### src/rtl/crcu_spu_clk_ctl_apb_if.sv
// rtl/crcu_spu_clk_ctl_apb_if.sv - APB register bus bundle for the SPU clock controller
interface crcu_spu_clk_ctl_apb_if;
    logic        PSEL;
    logic        PENABLE;
    logic        PWRITE;
    logic [7:0]  PADDR;
    logic [31:0] PWDATA;
    logic [31:0] PRDATA;
    logic        PREADY;
    logic        PSLVERR;

    modport master (
        output PSEL, PENABLE, PWRITE, PADDR, PWDATA,
        input  PRDATA, PREADY, PSLVERR
    );

    modport slave (
        input  PSEL, PENABLE, PWRITE, PADDR, PWDATA,
        output PRDATA, PREADY, PSLVERR
    );
endinterface

### src/rtl/crcu_spu_clk_ctl_apb.sv
// rtl/crcu_spu_clk_ctl_apb.sv - APB control of the SPU clock generator with gated frequency switching
module crcu_spu_clk_ctl_apb #(
    parameter int unsigned SETTLE_CYCLES = 16,
    parameter logic [31:0] ID_VALUE      = 32'h5350_0001
) (
    input  logic                      CRCU_CLK,
    input  logic                      CRCU_RST,
    crcu_spu_clk_ctl_apb_if.slave     apb,
    output logic [31:0]               spu_clock_ctl_reg,
    output logic                      spu_clk_busy
);

    typedef enum logic [1:0] {
        ST_IDLE   = 2'd0,
        ST_GATED  = 2'd1,
        ST_SETTLE = 2'd2
    } state_t;

    localparam logic [7:0] SETTLE_LAST = 8'(SETTLE_CYCLES - 1);
    localparam logic [4:0] CTL_RESET   = 5'b0_1000;

    state_t      state_q, state_d;
    logic [7:0]  cnt_q, cnt_d;
    logic [4:0]  ctl_q, ctl_d;
    logic [4:0]  pend_q, pend_d;

    logic        access, is_ctl, is_status, is_id, mapped;
    logic        ctl_wr, bad, stall, done, wr_ok;
    logic [31:0] rd_data;
    logic        unused_wdata;

    assign unused_wdata = ^apb.PWDATA[31:5];

    assign access    = apb.PSEL & apb.PENABLE;
    assign is_ctl    = (apb.PADDR == 8'h00);
    assign is_status = (apb.PADDR == 8'h04);
    assign is_id     = (apb.PADDR == 8'h08);
    assign mapped    = is_ctl | is_status | is_id;
    assign ctl_wr    = access & apb.PWRITE & is_ctl;

    // Misaligned addresses never match an exact decode, so they land in !mapped.
    assign bad   = ~mapped | (apb.PWRITE & ~is_ctl) | (apb.PWRITE & is_ctl & apb.PWDATA[2]);
    assign stall = ctl_wr & (state_q != ST_IDLE);
    assign done  = access & ~CRCU_RST & ~stall;
    assign wr_ok = done & ctl_wr & ~bad;

    always_comb begin
        rd_data = 32'h0;
        if (is_ctl)         rd_data = {27'h0, ctl_q};
        else if (is_status) rd_data = {28'h0, ctl_q[2:0], spu_clk_busy};
        else if (is_id)     rd_data = ID_VALUE;
    end

    assign apb.PREADY  = done;
    assign apb.PSLVERR = done & bad;
    assign apb.PRDATA  = (done & ~apb.PWRITE & ~bad) ? rd_data : 32'h0;

    assign spu_clock_ctl_reg = {27'h0, ctl_q};
    assign spu_clk_busy      = (state_q != ST_IDLE);

    always_comb begin
        state_d = state_q;
        cnt_d   = (cnt_q == 8'hFF) ? cnt_q : cnt_q + 8'd1;
        ctl_d   = ctl_q;
        pend_d  = pend_q;
        case (state_q)
            ST_IDLE: begin
                cnt_d = 8'h0;
                if (wr_ok) begin
                    if (apb.PWDATA[2:0] == ctl_q[2:0]) begin
                        ctl_d = apb.PWDATA[4:0];
                    end else begin
                        pend_d   = apb.PWDATA[4:0];
                        ctl_d[4] = 1'b1;
                        state_d  = ST_GATED;
                    end
                end
            end
            ST_GATED: begin
                if (cnt_q == SETTLE_LAST) begin
                    ctl_d[2:0] = pend_q[2:0];
                    state_d    = ST_SETTLE;
                    cnt_d      = 8'h0;
                end
            end
            ST_SETTLE: begin
                if (cnt_q == SETTLE_LAST) begin
                    ctl_d   = pend_q;
                    state_d = ST_IDLE;
                    cnt_d   = 8'h0;
                end
            end
            default: begin
                state_d = ST_IDLE;
                cnt_d   = 8'h0;
            end
        endcase
    end

    always_ff @(posedge CRCU_CLK) begin
        if (CRCU_RST) begin
            state_q <= ST_IDLE;
            cnt_q   <= 8'h0;
            ctl_q   <= CTL_RESET;
            pend_q  <= 5'h0;
        end else begin
            state_q <= state_d;
            cnt_q   <= cnt_d;
            ctl_q   <= ctl_d;
            pend_q  <= pend_d;
        end
    end

endmodule

### src/flat_wrapper.sv
// flat-port wrapper written by rule: the top's interface ports become plain ports
module crcu_spu_clk_ctl_apb_flat 
#(
    parameter int unsigned SETTLE_CYCLES = 16,
    parameter logic [31:0] ID_VALUE      = 32'h5350_0001
)
  (CRCU_CLK, CRCU_RST, spu_clock_ctl_reg, spu_clk_busy, apb_PSEL, apb_PENABLE, apb_PWRITE, apb_PADDR, apb_PWDATA, apb_PRDATA, apb_PREADY, apb_PSLVERR);
  crcu_spu_clk_ctl_apb_if apb_i ();
  input  logic CRCU_CLK;
  input  logic CRCU_RST;
  output logic [31:0] spu_clock_ctl_reg;
  output logic spu_clk_busy;
  input wire logic [$bits(apb_i.PSEL)-1:0] apb_PSEL;
  input wire logic [$bits(apb_i.PENABLE)-1:0] apb_PENABLE;
  input wire logic [$bits(apb_i.PWRITE)-1:0] apb_PWRITE;
  input wire logic [$bits(apb_i.PADDR)-1:0] apb_PADDR;
  input wire logic [$bits(apb_i.PWDATA)-1:0] apb_PWDATA;
  output wire logic [$bits(apb_i.PRDATA)-1:0] apb_PRDATA;
  output wire logic [$bits(apb_i.PREADY)-1:0] apb_PREADY;
  output wire logic [$bits(apb_i.PSLVERR)-1:0] apb_PSLVERR;
  assign apb_i.PSEL = apb_PSEL;
  assign apb_i.PENABLE = apb_PENABLE;
  assign apb_i.PWRITE = apb_PWRITE;
  assign apb_i.PADDR = apb_PADDR;
  assign apb_i.PWDATA = apb_PWDATA;
  assign apb_PRDATA = apb_i.PRDATA;
  assign apb_PREADY = apb_i.PREADY;
  assign apb_PSLVERR = apb_i.PSLVERR;
  crcu_spu_clk_ctl_apb #(.SETTLE_CYCLES(SETTLE_CYCLES), .ID_VALUE(ID_VALUE)) u_core (.CRCU_CLK(CRCU_CLK), .CRCU_RST(CRCU_RST), .apb(apb_i), .spu_clock_ctl_reg(spu_clock_ctl_reg), .spu_clk_busy(spu_clk_busy));
endmodule
### config.mk
export PLATFORM = sky130hd
export DESIGN_NAME = crcu_spu_clk_ctl_apb_flat
export DESIGN_NICKNAME = d
export VERILOG_FILES = /design/src/rtl/crcu_spu_clk_ctl_apb_if.sv /design/src/rtl/crcu_spu_clk_ctl_apb.sv /design/src/flat_wrapper.sv
export SDC_FILE = /design/constraint.sdc
export NUM_CORES = 1
export LEC_CHECK = 0
export CORE_MARGIN = 4
export CORE_UTILIZATION = 39
export DETAILED_ROUTE_END_ITERATION = 8
export PLACE_DENSITY = 0.87
export SLEW_MARGIN = 20
export SYNTH_ARGS = -nofsm -noshare
export SYNTH_HDL_FRONTEND = slang
export SYNTH_SLANG_ARGS = --single-unit
### constraint.sdc
create_clock -name CRCU_CLK -period 5.2 [get_ports CRCU_CLK]
set_clock_uncertainty 0.1 [all_clocks]
set_input_delay 0.52 -clock CRCU_CLK [delete_from_list [all_inputs] [get_ports CRCU_CLK]]
set_output_delay 0.52 -clock CRCU_CLK [all_outputs]
set_load 0.01 [all_outputs]
# Yosys cells after proc, flatten, opt, wreduce, memory -nomap -nowiden
# Cells that the tools add are included.
dict set report classes {
  muxes 16
  eq_ne 12
  bitwise 26
  order_cmp 0
  n_mul 0
  n_shift 0
  n_reduce_logical 12
  n_addsub 1
  n_div 0
}
# cell n
set ops {}
lappend ops {{2-to-1 mux 32 bit} 3}
lappend ops {{2-to-1 mux 31 bit} 1}
lappend ops {{== test 8 x 4 -> 1 bit, second input constant} 2}
lappend ops {{bitwise AND 1 bit} 14}
lappend ops {{2-to-1 mux 5 bit} 2}
lappend ops {{one-hot mux 3 bit (3 select lines)} 1}
lappend ops {{adder 8 x 1 -> 8 bit, second input constant} 1}
lappend ops {{== test 8 x 3 -> 1 bit, second input constant} 1}
lappend ops {{== test 8 bit, second input constant} 1}
lappend ops {{logical NOT 8 bit} 1}
lappend ops {{2-to-1 mux 2 bit} 4}
lappend ops {{inequality test 2 x 1 -> 1 bit, second input constant} 4}
lappend ops {{NOT 1 bit} 8}
lappend ops {{AND reduction 4 bit} 2}
lappend ops {{one-hot mux 2 bit (3 select lines)} 1}
lappend ops {{AND reduction 3 bit} 2}
lappend ops {{AND reduction 5 bit} 1}
lappend ops {{2-to-1 mux 4 bit} 1}
lappend ops {{OR 1 bit} 4}
lappend ops {{one-hot mux 2 bit (2 select lines)} 1}
lappend ops {{nonzero test 2 bit} 2}
lappend ops {{== test 3 bit} 1}
lappend ops {{2-to-1 mux 3 bit} 1}
lappend ops {{nonzero test 3 bit} 1}
lappend ops {{other kinds (7)} 7}
dict set report word_totals {
  latch_bits 0
  wordCells 73
  romBits 0
  out_inout_bits 67
  ram_bits 0
  ff_bits 20
  mem_count 0
}

# Logic depth before layout (Yosys ltp)
dict set report depth {
  depth_word 10
  mapped_depth 7
  depth_no_buf 6
}

# Least setup slack after synthesis
# OpenSTA, ideal clock, no wires.
dict set report synth_path {
  path_kind {input-to-output}
  startpoint {input port CRCU_RST}
  endpoint {output port apb_PRDATA[22]}
  required_ns 4.580
  setup_slack_ns 2.710
  t_arrival_ns 1.870
  n_path_buf 2
  stages 5
  cell_sequence {buf_6 and3b_2 nand4b_1 nor3b_1 buf_4}
}
dict set report synth_between {
  elab_chain_len 6
}
# element line
set synth_lines {}
lappend synth_lines {{start: declaration} flat_wrapper.sv:10} ;# input logic CRCU_RST;
lappend synth_lines {{NOT 1 bit} crcu_spu_clk_ctl_apb.sv:44} ;# assign done = access & ~CRCU_RST & ~stall;
lappend synth_lines {{bitwise AND 1 bit (2 in a row)} crcu_spu_clk_ctl_apb.sv:44}
lappend synth_lines {{bitwise AND 1 bit (2 in a row)} crcu_spu_clk_ctl_apb.sv:56} ;# assign apb.PRDATA = (done & ~apb.PWRITE & ~bad) ? rd_data : 32'h0;
lappend synth_lines {{2-to-1 mux 32 bit} crcu_spu_clk_ctl_apb.sv:56}
lappend synth_lines {{end: declaration} flat_wrapper.sv:18} ;# output wire logic [$bits(apb_i.PRDATA)-1:0] apb_PRDATA;
# Every way passes these cells.

# Worst setup path after layout
# Same ends and word-level chain as after synthesis.

==> metrics <==
Synth Area in Compound Gates 11.0%; Final Max Slew Viols 0; CTS resizes 0; Synth Instances 191; CTS tree built; Min Hold Slack 0.381 ns; crit-path max cell delay 0.64 ns; Crit Path Category in2out; final hold vios 0; pwr dens 189 nW/um2; CTS buffer count 3; worst min path class reg2reg; HPWL after DPL 2.46 mm; final worst-path cycle share 64.3%; DR vias/cell 4.63; Initial Util 40.7%; delay-heaviest family, CP buffers and inverters; Worst-Margin Slew 0.614 ns; total power 0.000351 W; Final #Nets 272; Root Buffer clkbuf_8; RSZ-0062 raised after global routing false; global-route wire length before repair 4.82 mm; Critical Path AT 2.72 ns; Post-DP Area 1820 um2; CP max stage cell clkdlybuf4s50_1; hold_buf cts 0; outcome completed; number of port buffers 36; Residual DRC 0; Clock transition at path regs 0.07 ns; peak supply drop 0.153 mV; number of cell rows 23; Die Area 5300 um2; Longest Clk Path Bufs 2; Synth Warn # 0; mux contribution to synthesized area 9.40%; register area 400 um2; I/O Pins 112; Setup TNS 0 ns; main combinational cell family by area after synthesis buffers and inverters; share of layout cells above drive strength 1 7.73%; sum of buffers and inverters on the critical path 3; Vert. Die Dim 72.8 um; Layout area overhead 13.4%; post-synthesis instance area 1640 um2; post-synthesis simple-gate area fraction 20.9%; max cap viols 0; post-synth top area cell dfxtp_1; syn_area_per_cell 8.57 um2; CP Max Fanout 18; area fraction of the dominant cell type after synthesis 24.4%; #FFs+latches synth 20; clk_lat worst skew 0.26 ns; Most common cell on crit path clkdlybuf4s50_1; Post-Synth Adder-Cell Area 3.82%; Max Clk Rate 299 MHz; routed vias 1,249; Antenna Nets Post-Route 0; WL final 3.15 mm; routability congestion estimate 0.769; Leakage 0.809 nW; vias in the first global route 1,070; Seq pwr share 46.0%; initial antenna violation count 0; # Post-CTS Setup Buffers 0; number of fill cells 362; chip width 72.8 um; Core Region 4030 um2; Final min period 3.34 ns; synth top area cells dfxtp_1, buf_4, mux2i_1; First DRT Iteration DRCs 35; H-tree depth 1; Clk pwr share 28.2%; Crit path required time 4.58 ns; Post-Synth XOR/XNOR Area 3.21%; Gate power share 25.8%; Psw 0.000105 W; EDFF count, synth 0; final setup violation count 0; pin count of the biggest net entering global routing 19; Max transition margin 58.7%; drt wl/cell 11.6 um; area of the multi-input gates 971 um2; Post-synth top flop dfxtp_1; all-layer global routing usage 11.2%; Antenna diodes 0; type of origin of the critical path primary input; CP Capture Type output pin; Post-synth ARST share 0%; Clock Sinks 20; switching part of the total 30.0%; CP Cell Sequence clkdlybuf4s50_1 -> buf_4 -> and3b_2 -> nand4b_1 -> nor3b_1 -> clkdlybuf4s50_1; Finished Cell Area 1860 um2; internal power 0.000245 W; total gr overflow 0; synth unique cells 49; register area share after synthesis 24.4%; drt pass-1 iters 4
## synthesized netlist by cell type, types with 2 or more instances
| library cell | instances |
|---|---|
| o21bai_1 | 3 |
| nor3b_1 | 3 |
| dfxtp_1 | 20 |
| mux2i_1 | 12 |
| mux2_2 | 3 |
| nor2b_1 | 2 |
| buf_2 | 2 |
| buf_4 | 53 |
| inv_1 | 4 |
| and2_1 | 2 |
| a21oi_1 | 4 |
| and3_1 | 2 |
| a211oi_1 | 2 |
| ha_1 | 5 |
| nand4_1 | 3 |
| nor2_1 | 21 |
| or3_1 | 2 |
| a31oi_1 | 3 |
| nand2_1 | 7 |
| xor2_1 | 5 |
| nand3_1 | 4 |
| nor4_2 | 2 |
## power groups by stage
stage	clock (W)	combinational [W]	sequential, W
6_report	0.0000990	0.0000904	0.000161
5_1_grt	0.000108	0.0000985	0.000161
4_1_cts	0.000102	0.0000892	0.000161
3_5_place_dp	0	0.0000883	0.000165
3_3_place_gp	0	0.0000866	0.000164
2_1_floorplan	0	0.0000840	0.000164
## flip-flops by register name, indices dropped and copies added, names as in the netlist
signal          cells
u_core.state_q      2
u_core.pend_q       5
u_core.ctl_q        5
u_core.cnt_q        8
## routing by layer
layer / up-vias / wire length, um / track usage, %
met5: - / 0 / 0
met4: 0 / 13 / 3.07
met3: 2 / 350 / 3.17
met2: 59 / 1480 / 18.6
met1: 578 / 1300 / 14.0
li1: 610 / - / -
## cells by family (layout without fill, tap and decap cells)
kind of cell | count (synthesis) | count (layout)
AO/OA/AOI/OAI | 24 | 24
XOR/XNOR | 6 | 6
adder cells (fa/ha/maj) | 5 | 5
AND/OR/NAND/NOR | 58 | 58
buffers and inverters | 62 | 44
flip-flops | 20 | 20
other | 1 | 48
multiplexers | 15 | 15
## worst reg2reg max path: cells and delay by family, from the launching register on
kind | cells | cell delay (ns)
fa+ha+maj | 1 | 0.21
mux | 1 | 0.31
compound gates | 1 | 0.24
simple gates | 3 | 0.63
flops | 1 | 0.39
## worst paths after layout
path	end	start	slack [ns]	depth (start not counted)
setup reg to reg	u_core.ctl_q[0]	u_core.cnt_q[0]	3.22	6
hold / removal	u_core.pend_q[2]	u_core.pend_q[2]	0.38	1
hold reg to reg	u_core.pend_q[2]	u_core.pend_q[2]	0.38	1
setup / recovery	apb_PRDATA[22]	CRCU_RST	1.86	6
## stage by stage
| stage | instances | setup WS, ns | util [%] |
|---|---|---|---|
| floorplan | 238 | 2.71 | - |
| global placement | 267 | 1.87 | 45.1 |
| detailed placement | 267 | 1.84 | 45.1 |
| CTS | 270 | 1.83 | 46.1 |
| global route | 270 | 1.62 | 46.1 |
| finish | 270 | 1.86 | 46.1 |
## final cells by class
type	instances	share of cell area, %
clock buffers	3	2.22
inverters	4	0.808
well taps	50	3.37
multi-input cells	156	52.3
repair buffers	37	19.8
flip-flops and latches	20	21.5
## cell usage in the layout (no fill, tap or decap), drive strengths merged, types with 2 or more instances in the layout
cell type      instances
nand3                  4
o21ai                  3
a31oi                  3
dfxtp                 20
nor2b                  2
nand4b                 3
clkbuf                 3
xor2                   5
mux2i                 12
nand4                  3
nor3                   2
conb                  48
or2                    2
clkdlybuf4s50         36
and3                   2
a21oi                  4
a211oi                 2
nor3b                  3
or3                    2
nor2                  21
o21bai                 3
nand2                  7
and2                   2
ha                     5
nor4                   2
mux2                   3
inv                    4
Power figures use the tool's default switching activity.
